<file path="src/rtl/mem_port_arbiter.sv">
// Arbiter for the unified memory port shared by instruction fetch (F) and
// data access (M). One requester owns the port for LAT wait cycles, then a
// single DONE cycle pulses the matching done flag before returning to IDLE.
// Ties are broken round-robin; data wins the first tie after reset.
module mem_port_arbiter #(
  parameter int unsigned LAT = 2,
  parameter int unsigned AW  = 32,
  parameter int unsigned DW  = 32
) (
  input  logic          clk,
  input  logic          rst,
  input  logic          ireq,
  input  logic [AW-1:0] iaddr,
  output logic [DW-1:0] irdata,
  output logic          idone,
  input  logic          dreq,
  input  logic          dwe,
  input  logic [AW-1:0] daddr,
  input  logic [DW-1:0] dwdata,
  output logic [DW-1:0] drdata,
  output logic          ddone,
  output logic          mem_en,
  output logic          mem_we,
  output logic [AW-1:0] mem_addr,
  output logic [DW-1:0] mem_wdata,
  input  logic [DW-1:0] mem_rdata,
  output logic          stall_if,
  output logic          stall_mem
);

  typedef enum logic [1:0] {StIdle, StIAcc, StDAcc, StDone} state_e;

  localparam logic [3:0] LastCnt = 4'(LAT - 1);

  state_e        state_q;
  logic [3:0]    cnt_q;
  logic          last_d_q;  // last grant went to data
  logic          gsel_q;    // 1 = current grant is data
  logic          mem_en_q;
  logic          mem_we_q;
  logic [AW-1:0] mem_addr_q;
  logic [DW-1:0] mem_wdata_q;
  logic [DW-1:0] irdata_q;
  logic [DW-1:0] drdata_q;
  logic          idone_q;
  logic          ddone_q;
  logic          grant_d;

  // Data wins unless fetch also requests and data had the previous grant.
  assign grant_d = dreq & (~ireq | ~last_d_q);

  // Arbitration FSM with registered memory-port and done outputs.
  always_ff @(posedge clk) begin
    if (!rst) begin
      state_q     <= StIdle;
      cnt_q       <= 4'd0;
      last_d_q    <= 1'b0;
      gsel_q      <= 1'b0;
      mem_en_q    <= 1'b0;
      mem_we_q    <= 1'b0;
      mem_addr_q  <= '0;
      mem_wdata_q <= '0;
      irdata_q    <= '0;
      drdata_q    <= '0;
      idone_q     <= 1'b0;
      ddone_q     <= 1'b0;
    end else begin
      unique case (state_q)
        StIdle: begin
          if (grant_d) begin
            state_q     <= StDAcc;
            mem_en_q    <= 1'b1;
            mem_we_q    <= dwe;
            mem_addr_q  <= daddr;
            mem_wdata_q <= dwdata;
            cnt_q       <= 4'd0;
            last_d_q    <= 1'b1;
            gsel_q      <= 1'b1;
          end else if (ireq) begin
            state_q     <= StIAcc;
            mem_en_q    <= 1'b1;
            mem_we_q    <= 1'b0;
            mem_addr_q  <= iaddr;
            cnt_q       <= 4'd0;
            last_d_q    <= 1'b0;
            gsel_q      <= 1'b0;
          end
        end
        StIAcc, StDAcc: begin
          cnt_q <= cnt_q + 4'd1;
          if (cnt_q == LastCnt) begin
            state_q  <= StDone;
            mem_en_q <= 1'b0;
            mem_we_q <= 1'b0;
            if (gsel_q) begin
              ddone_q <= 1'b1;
              // Stores leave the load-data register untouched.
              if (!mem_we_q) drdata_q <= mem_rdata;
            end else begin
              idone_q  <= 1'b1;
              irdata_q <= mem_rdata;
            end
          end
        end
        StDone: begin
          // Always pass through IDLE so the finishing requester can drop.
          state_q <= StIdle;
          idone_q <= 1'b0;
          ddone_q <= 1'b0;
        end
        default: state_q <= StIdle;
      endcase
    end
  end

  assign mem_en    = mem_en_q;
  assign mem_we    = mem_we_q;
  assign mem_addr  = mem_addr_q;
  assign mem_wdata = mem_wdata_q;
  assign irdata    = irdata_q;
  assign drdata    = drdata_q;
  assign idone     = idone_q;
  assign ddone     = ddone_q;
  assign stall_if  = ireq & ~idone_q;
  assign stall_mem = dreq & ~ddone_q;

endmodule

</file>
<file path="config.mk">
export PLATFORM = sky130hd
export DESIGN_NAME = mem_port_arbiter
export DESIGN_NICKNAME = d
export VERILOG_FILES = /design/src/rtl/mem_port_arbiter.sv
export SDC_FILE = /design/constraint.sdc
export NUM_CORES = 1
export LEC_CHECK = 0
export CAP_MARGIN = 30
export CORE_MARGIN = 1.5
export CORE_UTILIZATION = 39
export DETAILED_ROUTE_END_ITERATION = 10
export PLACE_DENSITY = 0.78
export SLEW_MARGIN = 20
export SYNTH_ARGS = -nofsm -noshare
export SYNTH_HDL_FRONTEND = slang
export SYNTH_SLANG_ARGS = --single-unit
</file>
<file path="constraint.sdc">
create_clock -name clk -period 2.3 [get_ports clk]
set_input_delay 0.345 -clock clk [delete_from_list [all_inputs] [get_ports clk]]
set_output_delay 0.345 -clock clk [all_outputs]
set_load 0.01 [all_outputs]
</file>
After elaboration in Yosys (flattened, before gate mapping)
Cells that the tools add are included.
{"block": "totals", "reg_bits": 139, "elab_cells": 66}
{"block": "classes", "addsub": 1, "n_eq_ne": 8, "mux": 23, "bitwise_logic": 9, "reduce_logical": 14}
{"cell": "2-to-1 mux 32 bit", "n": 2}
{"cell": "AND reduction 3 bit", "n": 4}
{"cell": "2-to-1 mux 1 bit", "n": 10}
{"cell": "2-to-1 mux 4 bit", "n": 2}
{"cell": "case mux 1 bit (2 select lines)", "n": 4}
{"cell": "case mux 4 bit (2 select lines)", "n": 1}
{"cell": "AND reduction 2 bit", "n": 4}
{"cell": "2-to-1 mux 2 bit", "n": 3}
{"cell": "!= test 2 bit (second input constant)", "n": 3}
{"cell": "case mux 2 bit (3 select lines)", "n": 1}
{"cell": "nonzero test 2 bit", "n": 3}
{"cell": "inverter 1 bit", "n": 5}
{"cell": "adder 4 x 1 -> 4 bit (second input constant)", "n": 1}
{"cell": "== test 2 bit (second input constant)", "n": 2}
{"cell": "== test 4 x 1 -> 1 bit (second input constant)", "n": 1}
{"cell": "AND reduction 4 bit", "n": 1}
{"cell": "AND 1 bit", "n": 3}
{"cell": "!= test 3 bit (second input constant)", "n": 1}
{"cell": "== test 2 x 1 -> 1 bit (second input constant)", "n": 1}
{"cell": "zero test 2 bit", "n": 1}
{"cell": "OR reduction 2 bit", "n": 1}
{"cell": "bitwise OR 1 bit", "n": 1}

Depth between registers and ports, before layout
{"block": "depth", "ltp_word": 5, "depth_mapped": 8, "depth_no_buf": 5}

Worst setup path before layout
Ideal clock, no wire load.
{"block": "synth_timing", "path_type": "register to register", "start": "register state_q[0]", "end": "register irdata_q[23], in the netlist irdata[23]", "setup_ns": 0.070, "t_arrival_ns": 1.518, "required_time_ns": 2.230, "path_slack_ns": 0.712, "stages_incl_launch_ff": 9, "path_buffers": 3, "period_less_slack_ns": 1.588, "path_cell_list": "dfxtp_1 -> inv_1 -> ha_1 -> buf_2 -> and4bb_1 -> buf_2 -> buf_2 -> nand3_1 -> a21oi_1"}
{"block": "synth_via", "elab_chain_cells": 3, "elab_cells_between_ends": 4}
{"element": "from (decl)", "line_no": "35", "source": "state_e state_q;"}
{"element": "from (signal assigned)", "line_no": "55", "source": "state_q <= StIdle;"}
{"element": "from (signal assigned)", "line_no": "71", "source": "state_q <= StDAcc;"}
{"element": "from (signal assigned)", "line_no": "80", "source": "state_q <= StIAcc;"}
{"element": "== test 2 x 1 -> 1 bit or == test 2 bit (tied branches)", "line_no": "68", "source": "unique case (state_q)"}
{"element": "OR reduction 2 bit (*)", "line_no": "68"}
{"element": "AND reduction 3 bit (no line) (*)"}
{"element": "to (signal assigned)", "line_no": "101", "source": "irdata_q <= mem_rdata;"}
{"element": "to (decl)", "line_no": "43", "source": "logic [DW-1:0] irdata_q;"}
Every way passes the cells marked *; elsewhere a longest branch is shown, timed or not.
A chain may end at the register's enable or synchronous reset.

Final worst setup path
{"block": "layout_timing", "start": "input dreq", "end": "output stall_mem"}
{"block": "layout_via", "elab_chain_cells": 1}
{"element": "from (decl)", "line_no": "16", "source": "input logic dreq,"}
{"element": "AND 1 bit", "line_no": "125", "source": "assign stall_mem = dreq & ~ddone_q;"}
{"element": "to (decl)", "line_no": "28", "source": "output logic stall_mem"}
No other way between the ends.

==> metrics.md <==
| Metric | Value |
|---|---|
| Fin nets | `1068` |
| Final ANT Viol Nets | `0` |
| Worst-path clk slew | `50 ps` |
| CTS Root Cell | `clkbuf_16` |
| Core outline area | `14000 um^2` |
| Diode count | `0` |
| Crit path launch type | `primary input` |
| Htree depth | `4` |
| Die Wd | `123 um` |
| Pre-Repair DR Iteration Count | `5` |
| Detailed Route WL | `18600 um` |
| CP Data Required Time | `approximately 2000 ps` |
| Via-to-Cell Ratio | `5.37` |
| Netlist cell types | `38` |
| P_leak | `0.00315 uW` |
| Unrepaired setup endpoints after global routing | `false` |
| Share of the synthesized area in the top cell type | `49.3%` |
| Clock buffer depth | `2` |
| Finished Cell Area | `9050 um^2` |
| Largest cells by area after synthesis | `dfxtp_1 (49%), a21oi_1 (8.9%), nand3_1 (8.7%), o21ai_1 (7.5%), nand2_1 (4.7%)` |
| Hold WC Path Type | `register to register` |
| Worst Skew | `~8 ps` |
| Commonest non-fill, non-tap cell in the layout | `clkdlybuf4s50_1` |
| Setup TNS | `0 ps` |
| GPL Wtd Cong | `0.810` |
| Worst slew pin tran | `between 600 and 700 ps` |
| Largest net degree at the start of global routing | `65` |
| Seq/Total Area, Yosys | `49.3%` |
| Number of CTS-inserted buffers | `17` |
| Synth area leader | `dfxtp_1` |
| Met1 GRT Util | `roughly 28%` |
| Post-DP HPWL | `12600 um` |
| CTS resizes | `0` |
| GRT Max-Usage Layer | `met2` |
| Endpoints failing setup | `0` |
| GR met3 Demand/Resource | `8.67%` |
| Final Hold Fails | `0` |
| Place WS | `372 ps` |
| Worst EP arrival | `1560 ps` |
| Slew HR | `about 60%` |
| M2 GR Usage | `roughly two fifths` |
| Final worst setup slack | `about 400 ps` |
| Design Power | `9090 uW` |
| Syn avg cell area | `around 8.1 um^2` |
| Status | `completed` |
| Vias post-DR | `~6000` |
| Peak VDD IR | `0.605 mV` |
| Pwr dens | `1000 nW/um^2` |
| PortBufs | `~270` |
| Critical path class | `primary input to output pin` |
| Gr usage total | `24.3%` |
| Most used cells in the layout excluding fill and tap cells | `clkdlybuf4s50_1 (266), dfxtp_1 (139), a21oi_1 (100), nand3_1 (98), o21ai_1 (85)` |
| Post-synth EDFFs | `0` |
| I/O pins | `267` |
| CTS Sinks | `139` |
| Hold WS | `475 ps` |
| Max Slew Vio Count | `0` |
| Initial Util | `40.4%` |
| Syn-to-layout area delta | `60.2%` |
| Mapped cell area | `5650 um^2` |
| Dpl cell area | `8460 um^2` |
| Clk_lat worst skew | `420 ps` |
| Largest fanout on the critical path | `2` |
| Hold-fix buffers at CTS | `0` |
| Final period util | `82.7%` |
| Syn Inst Count | `approximately 700` |
| # rows | `43` |
| Full die area | `15200 um^2` |
| Crit. End Element | `output pin` |
| Share of cells above drive strength 1 | `6.15%` |
| Setup bufs post-CTS | `0` |
| Max Freq | `about 530 MHz` |
| GRT overflow | `0` |
| Max-Cap Viols | `0` |
| Syn nets | `837` |
| Primary FF master, synth | `dfxtp_1` |
| DR DRC count | `0` |
| Crit path time final | `1900 ps` |
| Async SR Flop Fraction | `0%` |
| Vias in the first global route | `roughly 5600` |
| Initial antenna violation count | `0` |
| Synth Register Bits | `139` |
| Wirelength per Cell | `between 15 and 20 um` |
| Initial DRC Count | `522` |
| First-pass GRT wire length | `28500 um` |
| YS warnings | `0` |
| CTS tree | `yes` |
| Die Y | `about 120 um` |
-- where the power goes --
part           switching [uW]  leakage, uW  internal (uW)
combinational            1810      0.00174           1490
clock                    1030     0.000281           1700
sequential                234      0.00113           2820
total                    3070      0.00315           6010
-- sequential cells by signal, indices dropped and copies added, names as in the netlist --
name	cells
drdata	32
irdata	32
mem_addr	32
mem_wdata	32
cnt_q	4
state_q	2
ddone	1
gsel_q	1
idone	1
mem_en	1
mem_we	1
-- Yosys cell counts, drive strengths merged, types with 2 or more instances --
master / n
dfxtp: 139
o21ai: 134
a21oi: 100
nand3: 98
nand2: 70
buf: 39
a31oi: 35
clkbuf: 35
inv: 7
ha: 5
nor2b: 5
mux2i: 3
o211ai: 3
a21boi: 2
nand2b: 2
nand3b: 2
nand4b: 2
nor2: 2
nor3b: 2
or3b: 2
-- worst max-delay path, cell delays in order --
cell and delay, ps:
clkdlybuf4s50_1 500, nor2b_1 130, clkdlybuf4s50_1 580
-- through the flow --
| stage | instances | util, % |
|---|---|---|
| 6_report | 1123 | 64.7 |
| 5_1_grt | 1123 | 64.7 |
| 4_1_cts | 1123 | 64.7 |
| 3_5_place_dp | 1091 | 60.5 |
| 2_1_floorplan | 699 | - |
| 3_3_place_gp | 1091 | 60.5 |
-- logic make-up (layout without fill, tap and decap cells) --
group	Yosys count	in the layout	share of synthesized area (%)
compound gates	282	282	26.6
simple gates	189	189	16.2
flops	139	139	49.3
buf+inv	81	325	6.31
fa+ha+maj	5	5	1.11
mux	3	3	0.532
-- layout make-up --
cell class	instances	area, um^2
Fill cell	1236	4940
Timing Repair Buffer	286	2900
Sequential cell	139	2780
Multi-Input combinational cell	479	2530
Clock buffer	21	440
Tap cell	180	225
Clock inverter	11	146
Inverter	7	27.5
-- layer usage --
metal | part of all wire, % | up-vias
met1 | 39 | 2792
met2 | 49 | 247
met4 | 2.6 | 0
met5 | 0 | -
li1 | - | 2962
met3 | 9.2 | 31
-- path summary, 6_finish.rpt --
path,from,slack [ps],depth (start not counted),end
worst min register to register,irdata[18],470,2,irdata[18]
worst min-delay path,irdata[18],470,2,irdata[18]
worst max-delay path,dreq,400,3,stall_mem
worst max register to register,state_q[0],430,6,irdata[24]
(Power assumes the default switching activity.)
